[src/rtl/clockbox_pkg.sv]
// rtl/clockbox_pkg.sv - shared types and helpers for the ClockBox elastic pipeline
package clockbox_pkg;

  typedef enum logic [1:0] {STAGE_EMPTY, STAGE_ONE, STAGE_TWO} stage_state_t;

  // Occupancy counter width able to hold 0..2*depth.
  function automatic int count_width(input int depth);
    return $clog2(2 * depth + 1);
  endfunction

endpackage

[src/rtl/skid_stage.sv]
// rtl/skid_stage.sv - one elastic register stage with main and skid entries
module skid_stage
  import clockbox_pkg::*;
#(
  parameter int               WIDTH     = 8,
  parameter logic [WIDTH-1:0] RESET_VAL = {WIDTH{1'b0}}
) (
  input  logic             clock,
  input  logic             reset_L,
  input  logic             flush,
  input  logic             up_valid,
  input  logic [WIDTH-1:0] up_data,
  output logic             up_ready,
  output logic             down_valid,
  output logic [WIDTH-1:0] down_data,
  input  logic             down_ready
);

  stage_state_t     state, state_nxt;
  logic [WIDTH-1:0] main_q, main_nxt;
  logic [WIDTH-1:0] skid_q, skid_nxt;
  logic             push, pop;

  assign push      = up_valid && up_ready;
  assign pop       = down_valid && down_ready;
  assign down_data = main_q;

  always_comb begin
    state_nxt = state;
    main_nxt  = main_q;
    skid_nxt  = skid_q;
    case (state)
      STAGE_EMPTY: begin
        if (push) begin
          state_nxt = STAGE_ONE;
          main_nxt  = up_data;
        end
      end
      STAGE_ONE: begin
        if (push && pop) begin
          main_nxt = up_data;
        end else if (push) begin
          state_nxt = STAGE_TWO;
          skid_nxt  = up_data;
        end else if (pop) begin
          state_nxt = STAGE_EMPTY;
        end
      end
      STAGE_TWO: begin
        // up_ready is low here, so only the drain of the skid entry can happen
        if (pop) begin
          state_nxt = STAGE_ONE;
          main_nxt  = skid_q;
        end
      end
      default: state_nxt = STAGE_EMPTY;
    endcase
    if (flush) begin
      state_nxt = STAGE_EMPTY;
      main_nxt  = RESET_VAL;
      skid_nxt  = RESET_VAL;
    end
  end

  // Handshake outputs are flopped from the next state so no ready path chains combinationally.
  always_ff @(posedge clock or negedge reset_L) begin
    if (!reset_L) begin
      state      <= STAGE_EMPTY;
      main_q     <= RESET_VAL;
      skid_q     <= RESET_VAL;
      up_ready   <= 1'b1;
      down_valid <= 1'b0;
    end else begin
      state      <= state_nxt;
      main_q     <= main_nxt;
      skid_q     <= skid_nxt;
      up_ready   <= (state_nxt != STAGE_TWO);
      down_valid <= (state_nxt != STAGE_EMPTY);
    end
  end

endmodule

[src/rtl/skid_pipe.sv]
// rtl/skid_pipe.sv - chain of DEPTH skid stages with flush and occupancy count
module skid_pipe
  import clockbox_pkg::*;
#(
  parameter int               WIDTH     = 8,
  parameter int               DEPTH     = 2,
  parameter logic [WIDTH-1:0] RESET_VAL = {WIDTH{1'b0}}
) (
  input  logic                          clock,
  input  logic                          reset_L,
  input  logic                          flush,
  input  logic                          in_valid,
  input  logic [WIDTH-1:0]              in_data,
  output logic                          in_ready,
  output logic                          out_valid,
  output logic [WIDTH-1:0]              out_data,
  input  logic                          out_ready,
  output logic [count_width(DEPTH)-1:0] count
);

  localparam int CW = count_width(DEPTH);

  logic             vld [DEPTH+1];
  logic             rdy [DEPTH+1];
  logic [WIDTH-1:0] dat [DEPTH+1];
  logic             push, pop;

  assign vld[0]     = in_valid;
  assign dat[0]     = in_data;
  assign in_ready   = rdy[0];
  assign out_valid  = vld[DEPTH];
  assign out_data   = dat[DEPTH];
  assign rdy[DEPTH] = out_ready;

  for (genvar k = 0; k < DEPTH; k++) begin : g_stage
    skid_stage #(
      .WIDTH     (WIDTH),
      .RESET_VAL (RESET_VAL)
    ) u_stage (
      .clock      (clock),
      .reset_L    (reset_L),
      .flush      (flush),
      .up_valid   (vld[k]),
      .up_data    (dat[k]),
      .up_ready   (rdy[k]),
      .down_valid (vld[k+1]),
      .down_data  (dat[k+1]),
      .down_ready (rdy[k+1])
    );
  end

  assign push = in_valid && in_ready;
  assign pop  = out_valid && out_ready;

  // Tracked at the module boundary: every entry inside is one accepted push not yet popped.
  always_ff @(posedge clock or negedge reset_L) begin
    if (!reset_L) begin
      count <= '0;
    end else if (flush) begin
      count <= '0;
    end else if (push && !pop) begin
      count <= count + CW'(1);
    end else if (pop && !push) begin
      count <= count - CW'(1);
    end
  end

endmodule

[config.mk]
export PLATFORM = sky130hd
export DESIGN_NAME = skid_pipe
export DESIGN_NICKNAME = d
export VERILOG_FILES = /design/src/rtl/clockbox_pkg.sv /design/src/rtl/skid_stage.sv /design/src/rtl/skid_pipe.sv
export SDC_FILE = /design/constraint.sdc
export NUM_CORES = 1
export LEC_CHECK = 0
export ABC_AREA = 1
export CORE_UTILIZATION = 55
export DETAILED_ROUTE_END_ITERATION = 10
export HOLD_SLACK_MARGIN = 0.1
export PLACE_DENSITY_LB_ADDON = 0.12
export SKIP_LAST_GASP = 1
export SYNTH_ARGS = -nofsm -noshare
export SYNTH_HDL_FRONTEND = slang
export SYNTH_SLANG_ARGS = --single-unit
[constraint.sdc]
create_clock -name clock -period 4.3 [get_ports clock]
set_input_delay 0.43 -clock clock [delete_from_list [all_inputs] [get_ports clock]]
set_output_delay 0.43 -clock clock [all_outputs]
set_load 0.03 [all_outputs]
==> metrics.yaml, run 1 <==
outcome:
  status: "finished clean"
power:
  finalPower_mw: 1.03
  peakVddDrop_mv: 0.262
  p_per_area_nw_per_um2: 402
  p_leak_nw: 1.43
timing:
  fin_crit_sh_pct: 49.3
  fin_tns_setup_ns: 0
  hold_viol: 0
  fin_crit_ns: 2.12
  rsz0062_at_grt: "no"
  fin_hold_ws_ns: 0.277
  relSlewSlack_pct: 38.1
  setup_viol: 0
  worstMarginPinSlew_ns: 0.929
  fmax_mhz: 472
  fin_worst_skew_ns: 0.00441
  maxSlewViolCount: 0
setup_path:
  endpoint_kind: "register"
  arrival_ns: 2.35
  cp_data_required_time_ns: 4.53
  startpoint_type: "primary input"
  crit_fanout: 32
  worstSetupPathType: "in2reg"
drt:
  routed_wl_mm: 4.35
  drt_pass1_iterations: 5
  first_iter_violations: 146
  vias: 1894
  drc_errors: 0
  vias_per_cell: 5.34
  ant_nets: 0
  routedWlPerCell_um: 12.3
placement:
  placed_cell_area_um2: 2460
  place_hpwl_mm: 3.00
  port_buffers: 25
  gp_congestion: 0.775
synthesis:
  synth_cells: 290
  netlist-cell-type-count: 25
  ys_warn_count: 0
  synth_xor_xnor_area_share_pct: 0.386
  synth_nets: 304
  avgSynthCellArea_um2: 7.82
  ys_async_sr_fraction_pct: 100
  synthMuxAreaShare_pct: 0
  synth-simple-area-share_pct: 38.7
  synth_top_cells_by_area: "dfrtp_1 (45%), nand2_1 (17%), nand3_1 (11%)"
  yosys.area.top_type: "dfrtp_1"
  synthAdderAreaFrac_pct: 0.883
  synth_edf_count: 0
  ys_seq_area_share_pct: 47.6
  ys_ff_latch: 43
  synth_top_family_by_area: "simple AND/OR/NAND/NOR gates"
  synth_top_area_share_pct: 45.3
  synth_ff_type: "dfrtp_1"
  synth_compound_area_share_pct: 2.98
  syn_area_um2: 2270
clocking:
  clock_path_buffers: 2
  h-tree-depth: 2
  cts.sinks: 43
  ctsResizeCount: 0
  tritoncts: "built"
  cts_root_buf: "clkbuf_8"
  cts_hold_repair.buffers: 0
  insertion_delay_ns: 0.29
  clk_pin_slew_ns: 0.08
  cts_setup_buffers: 0
  cts_buffers: 5
cells_and_area:
  antenna_cells: 0
  layout_commonest_cell: "nand2_1"
  area_delta_synth_final_pct: 13.0
  fin_area_um2: 2560
  final_nets: 321
  drive_gt1_share_pct: 9.45
  fillers: 336
  layout_common_cells: "nand2_1 (105), nand3_1 (49), dfrtp_1 (41), clkdlybuf4s50_1 (24), inv_1 (21)"
die:
  placeableCoreArea_um2: 3800
  ios: 26
  dieArea_um2: 4380
  num_rows: 22
  die_w_um: 66.2
  start_util_pct: 59.7
  die_y_um: 66.2
grt:
  grt_pass1_vias: 1801
  grt_use_total_pct: 22.7
  antenna_found_initial: 0
  grt_use_met1_pct: 29.5
  grt_max_degree: 44
  gr-total-overflow: 0
  use_met2_pct: 39.3
  grt_pass1_wl_mm: 7.71
  grt.met3_usage_pct: 4.48
  grt-busiest-layer: "met2"
run:
  drv_cap: 0
hold_path:
  hold_class: "in2async"
## final timing paths
check                                              from                         endpoint  slack (ns)  cells past startpoint
max                                               flush                         count[0]        2.18                      5
min                                             reset_L                         count[1]        0.28                      1
max reg2reg                 g_stage[0].u_stage.up_ready                         count[2]        2.65                      9
min reg2reg                g_stage[1].u_stage.skid_q[7]     g_stage[1].u_stage.skid_q[7]        0.49                      2
max in group asynchronous                       reset_L  g_stage[0].u_stage.down_data[3]        3.46                      1
min in group clock         g_stage[1].u_stage.skid_q[7]     g_stage[1].u_stage.skid_q[7]        0.49                      2
## worst max-delay path: stages
cell and delay [ns]:
clkdlybuf4s50_1 1.02, inv_2 0.46, nand3_1 0.27, nand3_1 0.09, nand2_1 0.08
## cells in the mapped netlist, types with 3 or more instances
library cell / count
inv_2: 6
buf_4: 10
nand2_1: 105
nand2_4: 4
inv_1: 21
a21oi_1: 9
nand2_2: 3
buf_2: 3
nor2_1: 20
nand3_1: 49
dfrtp_1: 41
## logic make-up after synthesis
logic type,count (synthesis)
compound gates,13
xor+xnor,1
fa+ha+maj,1
buf+inv,42
flops,43
simple gates,190
## stage by stage
stage,util [%],setup slack (ns),cells
6_report,67.5,2.18,355
5_1_grt,67.5,2.07,355
4_1_cts,67.5,2.23,355
3_5_place_dp,64.8,1.93,348
3_3_place_gp,64.8,2.00,348
2_1_floorplan,-,2.62,290
## layer usage
layer  up-vias  wire (um)
met5         -          0
met4         0         30
met3         6        177
met2        49       2150
met1       897       2000
li1        942          -
## area by class of cell
| class | instances | area, um^2 | share of cell area (%) |
|---|---|---|---|
| flip-flops and latches | 43 | 1080 | 42.1 |
| clock buffers | 6 | 72.6 | 2.83 |
| multi-input cells | 205 | 975 | 38.0 |
| clock inverters | 1 | 30.0 | 1.17 |
| well taps | 48 | 60.1 | 2.34 |
| inverters | 27 | 101 | 3.96 |
| repair buffers | 25 | 245 | 9.57 |
## power breakdown
part | leakage [nW] | internal, mW | total [mW] | switching [mW]
clock | 0.0513 | 0.170 | 0.303 | 0.132
sequential | 0.574 | 0.444 | 0.476 | 0.0325
combinational | 0.801 | 0.0917 | 0.252 | 0.160
total | 1.43 | 0.706 | 1.03 | 0.325
## flip-flops by register name (all words and copies together), names as in the netlist
name	flops
g_stage.u_stage.up_ready	2
g_stage.u_stage.down_data	16
count	3
g_stage.u_stage.state	4
g_stage.u_stage.down_valid	2
g_stage.u_stage.skid_q	16
Power figures use the tool's default switching activity.
==> run 2, diff against run 1 <==
CORE_UTILIZATION = 50   (was 55)
clock period = 1.8 ns   (was 4.3 ns; I/O delays follow)
==> metrics.yaml, run 2 (synthesized netlist as in run 1, its figures left out) <==
clocking:
  h-tree-depth: 2  # unchanged
  ctsResizeCount: 0  # unchanged
  cts_root_buf: "clkbuf_8"
  clk_pin_slew_ns: 0.08  # about the same
  cts.sinks: 43  # unchanged
  cts_buffers: 5  # unchanged
  clock_path_buffers: 2  # unchanged
  insertion_delay_ns: 0.30  # about the same
  tritoncts: "built"
timing:
  setup_viol: 0  # unchanged
  fin_crit_sh_pct: 93.1
  rsz0062_at_grt: "no"
  maxSlewViolCount: 0  # unchanged
  fmax_mhz: 597
  hold_viol: 0  # unchanged
  fin_crit_ns: 1.68
  fin_worst_skew_ns: 0.00463  # +0.000220 ns
  fin_tns_setup_ns: 0  # unchanged
  worstMarginPinSlew_ns: 0.660  # -0.269 ns
  relSlewSlack_pct: 56.0  # +18 points
setup_path:
  critPathMaxStageDelay_ns: 0.66  # -0.36 ns
  crit_fanout: 2  # -94%
  rrSetupSlack_ns: 0.20  # -2.45 ns
  worstSetupPathType: "reg2out"
  r2r-end: "count[2]"
  slowest_stage: "clkdlybuf4s50_1"
  cp_data_required_time_ns: 1.62  # -2.91 ns
  endpoint_kind: "primary output"
  r2r_cells: 10  # +1
  worstPathCellList: "clkdlybuf4s50_1"
  startpoint_type: "register"
  path_delay_family: "buffers and inverters"
  arrival_ns: 1.50  # -0.85 ns
  crit_buf_inv: 1  # -1
  r2r-start: "g_stage[0].u_stage.up_ready"
drt:
  routed_wl_mm: 4.53  # +4.0%
  ant_nets: 0  # unchanged
  vias: 1881  # -0.69%
  routedWlPerCell_um: 12.2  # -0.22%
  vias_per_cell: 5.08  # -4.7%
  drc_errors: 0  # unchanged
  first_iter_violations: 103  # -29%
  drt_pass1_iterations: 4  # -1
cells_and_area:
  ff_latch_area_um2: 1080  # unchanged
  layout_common_cells: "nand2_1 (105), nand3_1 (49), dfrtp_1 (41), clkdlybuf4s50_1 (24), inv_1 (21)"
  final_nets: 331  # +3.1%
  fin_area_um2: 2660  # +3.8%
  area_delta_synth_final_pct: 17.3
  layout_commonest_cell: "nand2_1"
  multi_input_area_um2: 975  # unchanged
  drive_gt1_share_pct: 12.6  # +3.1 points
  fillers: 407  # +21%
  antenna_cells: 0  # unchanged
power:
  p_per_area_nw_per_um2: 958  # +140%
  pwr-share-seq_pct: 44.6  # -1.6 points
  p_int_mw: 1.75  # +150%
  peakVddDrop_mv: 0.460  # +75%
  p_sw_share_pct: 31.4  # -0.15 points
  combPwrFrac_pct: 24.8  # +0.4 points
  netSwitchingPower_mw: 0.799  # +150%
  clockPowerShare_pct: 30.5  # +1.1 points
  p_leak_nw: 1.48  # +4.0%
outcome:
  status: "finished clean"
die:
  dieArea_um2: 4810  # +9.7%
  ios: 26  # unchanged
  start_util_pct: 52.1  # -7.6 points
  placeableCoreArea_um2: 4350  # +15%
  die_y_um: 69.3  # +4.7%
  num_rows: 24  # +9.1%
  die_w_um: 69.3  # +4.7%
grt:
  grt_max_degree: 30  # -32%
  grt_use_total_pct: 21.0  # -1.7 points
  antenna_found_initial: 0  # unchanged
  grt_pass1_vias: 1829  # +1.6%
  gr-total-overflow: 0  # unchanged
  grt_pass1_wl_mm: 8.05  # +4.5%
placement:
  placed_cell_area_um2: 2530  # +3.0%
  place_hpwl_mm: 3.23  # +7.7%
  gp_congestion: 0.837  # +8.1%
  port_buffers: 25  # unchanged
hold_path:
  hold_class: "in2async"
run:
  drv_cap: 0  # unchanged
-- run 2: cell types whose count changed in the layout (fill, tap and decap cells not counted) --
cell           delta
buf_4             +9
clkbuf_1          -1
dlygate4sd3_1     +1
clkinv_2          +1
clkbuf_8          +1
-- run 2: through the flow --
step	hold WS (ns)	util, %	std cells	power (mW)	setup slack [ns]
after floorplan	-0.116	-	290	1.58	0.116
after global placement	0.244	58.2	361	1.77	0.0828
after detailed placement	0.250	58.2	361	1.79	-0.0247
after CTS	0.458	61.1	370	2.58	0.102
after global routing	0.496	61.1	370	2.67	0.0891
final	0.448	61.1	370	2.55	0.124
-- run 2: repair_timing --
item | 4_1_cts | 5_1_grt
hold endpoints to repair | 25 | 0
endpoints found under the setup margin | 0 | 0
hold buffers | 1 | 0
setup buffers | 0 | 0
-- run 2: per-layer routing --
metal | GRT usage [%] | routed length, um | vias to the layer above
met1 | 27.2 | 2130 | 875
met5 | 0 | 0 | -
met4 | 8.16 | 78 | 0
li1 | - | - | 963
met3 | 3.49 | 140 | 7
met2 | 35.2 | 2180 | 36
-- run 2: area by class of cell --
cell class,instances,share of cell area (%)
clock inverter,2,1.32
clock buffer,6,3.10
tap,52,2.45
multi-input combinational,205,36.6
sequential,43,40.5
timing repair buffer,35,12.1
inverter,27,3.81
-- run 2: how the worst max path moves through the flow --
stage	from	endpoint	slack [ns]	cells past startpoint
3_5_place_dp	in_valid	count[2]	-0.02	10
3_3_place_gp	in_valid	count[2]	0.08	10
4_1_cts	g_stage[0].u_stage.up_ready	in_ready	0.10	1
5_1_grt	g_stage[0].u_stage.up_ready	in_ready	0.09	1
2_1_floorplan	g_stage[1].u_stage.down_valid	count[2]	0.12	8
6_report	g_stage[0].u_stage.up_ready	in_ready	0.12	1
-- run 2: power by group through the flow --
stage,logic (mW),registers (mW),clock network [mW]
floorplan,0.393,1.19,0
global placement,0.621,1.15,0
detailed placement,0.637,1.15,0
CTS,0.639,1.14,0.799
global route,0.701,1.15,0.823
finish,0.633,1.14,0.778
